$ cat config.mk
export PLATFORM = sky130hd
export DESIGN_NAME = updown_counter_param
export DESIGN_NICKNAME = d
export VERILOG_FILES = /design/src/rtl/updown_counter_param.sv
export SDC_FILE = /design/constraint.sdc
export NUM_CORES = 1
export LEC_CHECK = 0
export CORE_UTILIZATION = 50
export DETAILED_ROUTE_END_ITERATION = 8
export HOLD_SLACK_MARGIN = 0.08
export PLACE_DENSITY_LB_ADDON = 0.12
export SLEW_MARGIN = 20
export SYNTH_ARGS = -nofsm -noshare
export SYNTH_HDL_FRONTEND = slang
export SYNTH_SLANG_ARGS = --single-unit
$ cat constraint.sdc
create_clock -name clk -period 5.15 [get_ports clk]
set_input_delay 0.515 -clock clk [delete_from_list [all_inputs] [get_ports clk]]
set_output_delay 0.515 -clock clk [all_outputs]
set_load 0.005 [all_outputs]
$ cat src/rtl/updown_counter_param.sv
// ============================================================================
//  Module      : updown_counter_param
//  Description : Parametrised up/down counter with runtime modulus, variable
//                step, synchronous load and three boundary modes (wrap,
//                saturate, one-shot). A registered terminal-count pulse marks
//                every boundary crossing.
//  Revision    : 1.0 - initial release
// ----------------------------------------------------------------------------
//  Ports
//    clk       in   1       clock, rising edge
//    reset     in   1       asynchronous, active-low reset
//    enable    in   1       count enable, one step per cycle
//    dir       in   1       0 = up, 1 = down
//    mode      in   2       00 wrap, 01 saturate, 10 one-shot, 11 wrap
//    step      in   STEP_W  unsigned increment magnitude
//    max_val   in   WIDTH   upper bound of the legal range 0..max_val
//    load      in   1       synchronous load strobe (beats enable)
//    load_val  in   WIDTH   value to load, clamped to max_val
//    count_out out  WIDTH   registered count
//    tc        out  1       registered one-cycle boundary-crossing pulse
//    halted    out  1       one-shot bound reached, counting frozen
//    at_max    out  1       count_out == max_val
//    at_min    out  1       count_out == 0
// ============================================================================
`default_nettype none

module updown_counter_param #(
  parameter int WIDTH  = 8,
  parameter int STEP_W = 4
) (
  input  logic              clk,
  input  logic              reset,
  input  logic              enable,
  input  logic              dir,
  input  logic [1:0]        mode,
  input  logic [STEP_W-1:0] step,
  input  logic [WIDTH-1:0]  max_val,
  input  logic              load,
  input  logic [WIDTH-1:0]  load_val,
  output logic [WIDTH-1:0]  count_out,
  output logic              tc,
  output logic              halted,
  output logic              at_max,
  output logic              at_min
);

  localparam logic [1:0] MODE_WRAP = 2'b00;
  localparam logic [1:0] MODE_SAT  = 2'b01;
  localparam logic [1:0] MODE_ONE  = 2'b10;

  logic [WIDTH-1:0] count_q, count_d;
  logic             tc_q, tc_d;
  logic             halted_q, halted_d;

  // One extra bit so sums and wrap corrections never truncate.
  logic [WIDTH:0] max_ext;
  logic [WIDTH:0] cnt_ext;
  logic [WIDTH:0] step_ext;
  logic [WIDTH:0] s_eff;
  logic [WIDTH:0] sum_up;
  logic [WIDTH:0] wrap_up;
  logic [WIDTH:0] wrap_dn;
  logic [WIDTH:0] diff_dn;
  logic           is_wrap;

  always_comb begin
    max_ext  = {1'b0, max_val};
    cnt_ext  = {1'b0, count_q};
    step_ext = {{(WIDTH+1-STEP_W){1'b0}}, step};
    // A step larger than the range would skip past a whole period; clamp it.
    s_eff    = (step_ext > max_ext) ? max_ext : step_ext;
    sum_up   = cnt_ext + s_eff;
    wrap_up  = sum_up - (max_ext + 1'b1);
    diff_dn  = cnt_ext - s_eff;
    wrap_dn  = cnt_ext + max_ext + 1'b1 - s_eff;
    // Encoding 11 is treated as wrap, so only sat/one-shot are special.
    is_wrap  = (mode != MODE_SAT) && (mode != MODE_ONE);
  end

  always_comb begin
    count_d  = count_q;
    tc_d     = 1'b0;
    halted_d = halted_q;

    if (load) begin
      count_d  = (load_val > max_val) ? max_val : load_val;
      halted_d = 1'b0;
    end else if (enable && !halted_q) begin
      if (count_q > max_val) begin
        // max_val was lowered under the count: pull back in range quietly.
        count_d = max_val;
      end else if (!dir) begin
        if (sum_up <= max_ext) begin
          count_d = sum_up[WIDTH-1:0];
        end else begin
          tc_d = 1'b1;
          if (is_wrap) begin
            count_d = wrap_up[WIDTH-1:0];
          end else begin
            count_d = max_val;
            if (mode == MODE_ONE) halted_d = 1'b1;
          end
        end
      end else begin
        if (cnt_ext >= s_eff) begin
          count_d = diff_dn[WIDTH-1:0];
        end else begin
          tc_d = 1'b1;
          if (is_wrap) begin
            count_d = wrap_dn[WIDTH-1:0];
          end else begin
            count_d = '0;
            if (mode == MODE_ONE) halted_d = 1'b1;
          end
        end
      end
    end
  end

  always_ff @(posedge clk or negedge reset) begin
    if (!reset) begin
      count_q  <= '0;
      tc_q     <= 1'b0;
      halted_q <= 1'b0;
    end else begin
      count_q  <= count_d;
      tc_q     <= tc_d;
      halted_q <= halted_d;
    end
  end

  assign count_out = count_q;
  assign tc        = tc_q;
  assign halted    = halted_q;
  assign at_max    = (count_q == max_val);
  assign at_min    = (count_q == '0);

  // MODE_WRAP documents the encoding; wrap is the default path.
  logic unused_mode_wrap;
  assign unused_mode_wrap = ^MODE_WRAP;

endmodule

`default_nettype wire
# Word level (Yosys, flattened, before mapping)
# Cells that the tools add are included.
[totals] ff_bits=10 inputBits=27 out_inout_bits=12 elab_cells=52
[classes] addsub=7 magnitude_cmp=5 eq_ne=7 muxes=24 n_reduce_logical=6
[op_table] op="$mux 8" count=10
[op_table] op="$sub 8x8->8" count=3
[op_table] op="$add 8x1->8 const B" count=2
[op_table] op="$gt 8x8->1" count=2
[op_table] op="$mux 1" count=14
[op_table] op="$add 8x8->9" count=1
[op_table] op="$le 9x8->1" count=1
[op_table] op="$add 8x8->8" count=1
[op_table] op="$eq 8x8->1" count=1
[op_table] op="$ge 8x8->1" count=1
[op_table] op="$gt 4x8->1" count=1
[op_table] op="$logic_not 8->1" count=1
[op_table] op="$ne 3x3->1 const B" count=2
[op_table] op="$ne 2x2->1 const B" count=2
[op_table] op="$reduce_and 4->1" count=1
[op_table] op="$eq 2x2->1 const B" count=1
[op_table] op="$logic_and 1x1->1" count=2
[op_table] op="$ne 2x1->1 const B" count=1
[op_table] op="$reduce_bool 2->1" count=1
[op_table] op="$logic_not 1->1" count=1

# Logic depth before layout (Yosys ltp)
[logic_depth] ltp_word=10 mapped_depth=25 depth_no_buf=24

# Least setup slack after synthesis
# No wires, ideal clock.
[synth_timing] path_type="input-to-reg" startpoint="input max_val[1]" endpoint="register count_q[2] (netlist: count_out[2])" setup_ns=0.143 arrival_ns=4.938 required_time_ns=5.007 setup_slack_ns=0.069 stages=23 path_buffers=2 path_cell_list="inv_1 -> ha_1 -> nor2b_1 -> o21ai_0 -> nand2b_1 -> a21oi_1 -> nor2_1 -> mux2_2 -> ha_1 -> buf_2 -> nor2b_1 -> o31ai_1 -> a21oi_1 -> nor2_1 -> xnor2_1 -> ha_1 -> a21oi_1 -> or4b_1 -> a311oi_2 -> buf_4 -> mux2_1 -> mux2i_1 -> o221ai_1"
[synth_via] elab_chain_len=10 elab_cells_between_ends=22 classes_between="7 x add/sub; 5 x order compare; 10 x mux"
[synth_rtl] item="start, declared" line_no="37" rtl="input logic [WIDTH-1:0] max_val,"
[synth_rtl] item="$gt 4x8->1" line_no="71" rtl="s_eff = (step_ext > max_ext) ? max_ext : step_ext;"
[synth_rtl] item="$mux 8" line_no="71"
[synth_rtl] item="$add 8x8->9" line_no="72" rtl="sum_up = cnt_ext + s_eff;"
[synth_rtl] item="$sub 8x8->8" line_no="73" rtl="wrap_up = sum_up - (max_ext + 1'b1);"
[synth_rtl] item="$mux 8" line_no="97" rtl="if (is_wrap) begin"
[synth_rtl] item="$mux 8" line_no="93" rtl="if (sum_up <= max_ext) begin"
[synth_rtl] item="$mux 8" line_no="92" rtl="end else if (!dir) begin"
[synth_rtl] item="$mux 8" line_no="89" rtl="if (count_q > max_val) begin"
[synth_rtl] item="$mux 8" line_no="88" rtl="end else if (enable && !halted_q) begin"
[synth_rtl] item="$mux 8 *" line_no="85" rtl="if (load) begin"
[synth_rtl] item="end signal, assigned" line_no="126" rtl="count_q <= count_d;"
[synth_rtl] item="end, declared" line_no="51" rtl="logic [WIDTH-1:0] count_q, count_d;"
# Mark *: on every way between the ends. The rest lies on a longest branch, timed or not. The select of a mux whose other input is x is not followed.
# A chain may end at the register's enable or synchronous reset.

# Final worst setup path
[layout_timing] startpoint="input max_val[6]" endpoint="register count_q[2] (netlist: count_out[2])"
# The elaborated chain is that of the path after synthesis.

==> impl_metrics.py <==
metrics = {
    "status": {
        "status": "complete, no violations",
    },
    "synth": {
        "yosys_warnings": 0,
        "yosys.area.top_type_share": 0.241,
        "synth-seq-area-share": 0.0816,
        "synth_ff_type": "dfrtp_1",
        "syn_area_mm2": 0.00307,
        "yosysUniqueCellTypes": 64,
        "synth_largest_area_cell": "ha_1",
        "syn_inst": 383,
        "synth-edff-count": 0,
        "synthTopCellsByArea": "ha_1 (24%), dfrtp_1 (8.2%), inv_1 (4.8%)",
        "yosysMostFrequentCell": "ha_1",
        "synth-seq-cells": 10,
        "syn_area_per_cell_um2": 8.01,
        "synthArstFlopShare": 1.00,
        "synthTopCellsByCount": "ha_1 (59), inv_1 (39), a21oi_1 (20)",
    },
    "worst_hold_path": {
        "holdPathEnd": "halted",
        "min_from": "halted",
        "whs_path_depth": 1,
        "min_path_type": "reg2reg",
    },
    "critical_path": {
        "rr_endpoint": "count_out[2]",
        "path_cells": "clkdlybuf4s50_1, nor4_2, buf_4, nand2_1, nor2_4, mux2i_1, inv_1, ha_2, inv_2, fa_2, nor2b_4, o31ai_4, a21oi_2, nor2_2, xnor2_2, ha_1, a21oi_2, or4b_4, a311oi_4, buf_6, mux2_4, mux2i_1, o221ai_1",
        "crit_slowest_cell": "clkdlybuf4s50_1",
        "crit_buf_inv": 5,
        "path_max_fanout": 5,
        "worst-r2r-cell-count": 15,
        "critical_path.top_delay_family": "simple AND/OR/NAND/NOR gates",
        "rr_startpoint": "count_out[1]",
        "required_ns": 5.25,
        "crit_path_start_kind": "input pin",
        "end_kind": "flip-flop",
        "arrival_ns": 5.20,
        "slowest_delay_ns": 0.49,
        "regToRegSetupSlack_ns": 0.93,
        "critPathKind": "in2reg",
    },
    "sta": {
        "post-route-period-util": 0.991,
        "period_minus_slack_ns": 5.10,
        "fmax_ghz": 0.196,
        "setup_violations": 0,
        "finalClockSkew_ns": 0.00359,
        "slew_viol_final": 0,
        "worst_pin_slew_ns": 0.733,
        "worst_slack_ns": 0.0463,
        "slew_headroom": 0.510,
        "hold_slack_ns": 0.552,
        "hold_violations": 0,
    },
    "floorplan": {
        "die_x_um": 80.3,
        "start_util": 0.518,
        "die_h_um": 80.3,
        "die-area_mm2": 0.00645,
        "ios": 39,
        "coreArea_mm2": 0.00592,
        "rows": 28,
    },
    "place": {
        "port_buffers": 38,
        "dp.cells": 544,
        "dp_hpwl_um": 8150,
        "gp_congestion": 1.02,
        "dp_slack_ns": -0.617,
    },
    "global_routing": {
        "antenna_found_initial": 0,
        "grt_max_degree": 19,
        "first_global_vias": 3265,
        "track_usage": 0.336,
        "grt_overflow_total": 0,
        "grt_pass1_wl_um": 16400,
    },
    "layout": {
        "syn2layout_area_growth_pct": 37.5,
        "fin_cells": 558,
        "nNetsFinal": 577,
        "diodes": 0,
        "fillerInstances": 478,
        "drive_gt1_frac": 0.236,
    },
    "cts": {
        "clkSinkCount": 10,
        "ctsRootBufferMaster": "clkbuf_8",
        "clk_latency_ns": 0.24,
        "tritoncts": "done",
        "clockBufferDepth": 2,
        "cts_buffers": 3,
        "clk_pin_slew_ns": 0.05,
        "cts_max_level": 1,
    },
    "routing": {
        "drtIter0Drc": 299,
        "via_per_inst": 6.04,
        "routedWlPerCell_um": 18.5,
        "vias": 3369,
        "dr.pass1.iters": 5,
        "wl_um": 10300,
        "ant_nets": 0,
        "drc": 0,
    },
    "power": {
        "power_uw": 2480,
        "leakage_uw": 0.00205,
        "ir_drop_mv": 0.407,
        "power_density_mw_per_mm2": 589,
    },
    "flow_run": {
        "drv_cap": 0,
    },
}
metrics by stage:
stage | instance area, µm² | utilization | setup TNS [ns]
final | 4220 | 0.712 | 0
after global routing | 4220 | 0.712 | -0.440
after CTS | 4050 | 0.684 | 0
after detailed placement | 3910 | 0.661 | -5.18
after global placement | 3910 | 0.661 | -2.56
after floorplan | 3090 | - | 0
layer usage:
layer,track usage,routed length [µm],vias to the layer above
li1,-,-,1612
met1,0.440,4560,1597
met2,0.581,4910,146
met3,0.0466,666,14
met4,0.0714,163,0
met5,0,0,-
cells in the final DEF, fill, tap and decap left out, types with 3 or more instances in the layout:
master	netlist	final
xor2_1	7	7
and3_1	5	5
or2_2	3	3
or3_1	3	3
o211ai_1	3	3
o31ai_1	6	5
o21bai_1	5	5
a21oi_2	0	3
a21o_1	8	8
a31oi_1	9	9
nand2b_1	6	6
a221oi_1	4	3
ha_4	0	3
ha_1	59	54
nor2b_1	8	6
clkbuf_8	0	4
o21ai_0	15	12
dfrtp_1	10	10
nor4_1	4	3
clkdlybuf4s50_1	0	27
conb_1	2	8
xnor2_1	13	11
mux2_2	6	6
nor3_1	16	16
inv_1	39	35
nor2_1	19	16
a211oi_1	8	8
nand2_1	18	18
dlymetal6s2s_1	0	9
a21oi_1	20	17
nand3_1	8	8
fa_1	7	6
buf_4	1	63
nand4_1	4	4
mux2i_1	14	14
o21ai_1	1	3
inv_2	0	4
area by class of cell:
class	count	area (µm²)	share of cell area
Clock buffer	4	55.1	0.0131
Inverter	39	146	0.0347
Multi-Input combinational cell	327	2780	0.660
Sequential cell	10	250	0.0594
Tap cell	75	93.8	0.0223
Timing Repair Buffer	103	888	0.211
worst max-delay path by stage:
stage / depth (start not counted) / end / from / slack [ns]
5_1_grt: 23 / count_out[2] / max_val[6] / -0.10
3_5_place_dp: 26 / count_out[3] / max_val[1] / -0.62
3_3_place_gp: 26 / count_out[2] / max_val[1] / -0.35
2_1_floorplan: 23 / count_out[2] / max_val[1] / 0.07
6_report: 23 / count_out[2] / max_val[6] / 0.05
4_1_cts: 25 / count_out[2] / max_val[2] / 0.002
timing repair:
| item | CTS | global route |
|---|---|---|
| cloned | 1 | 0 |
| hold buffers | 0 | 0 |
| endpoints found under the hold margin | 0 | 0 |
| pin swaps | 9 | 18 |
| setup endpoints to repair | 9 | 9 |
| buffers inserted | 3 | 6 |
| gates resized for setup | 19 | 36 |
registers in the layout (all words and copies together), names as in the netlist:
name and count:
halted 1, tc 1, count_out 8
cell families after synthesis:
group	count (synthesis)	synth area share
compound gates	105	0.242
xor+xnor	20	0.0571
other cells	2	0.00245
simple gates	105	0.183
mux	23	0.0787
flops	10	0.0816
buf+inv	52	0.0685
fa+ha+maj	66	0.286
power breakdown:
group	switching [µW]	internal [µW]	leakage, µW
sequential	82.3	107	0.000121
clock	36.0	67.6	0.0000288
combinational	1090	1100	0.00190
(Power assumes the default switching activity.)
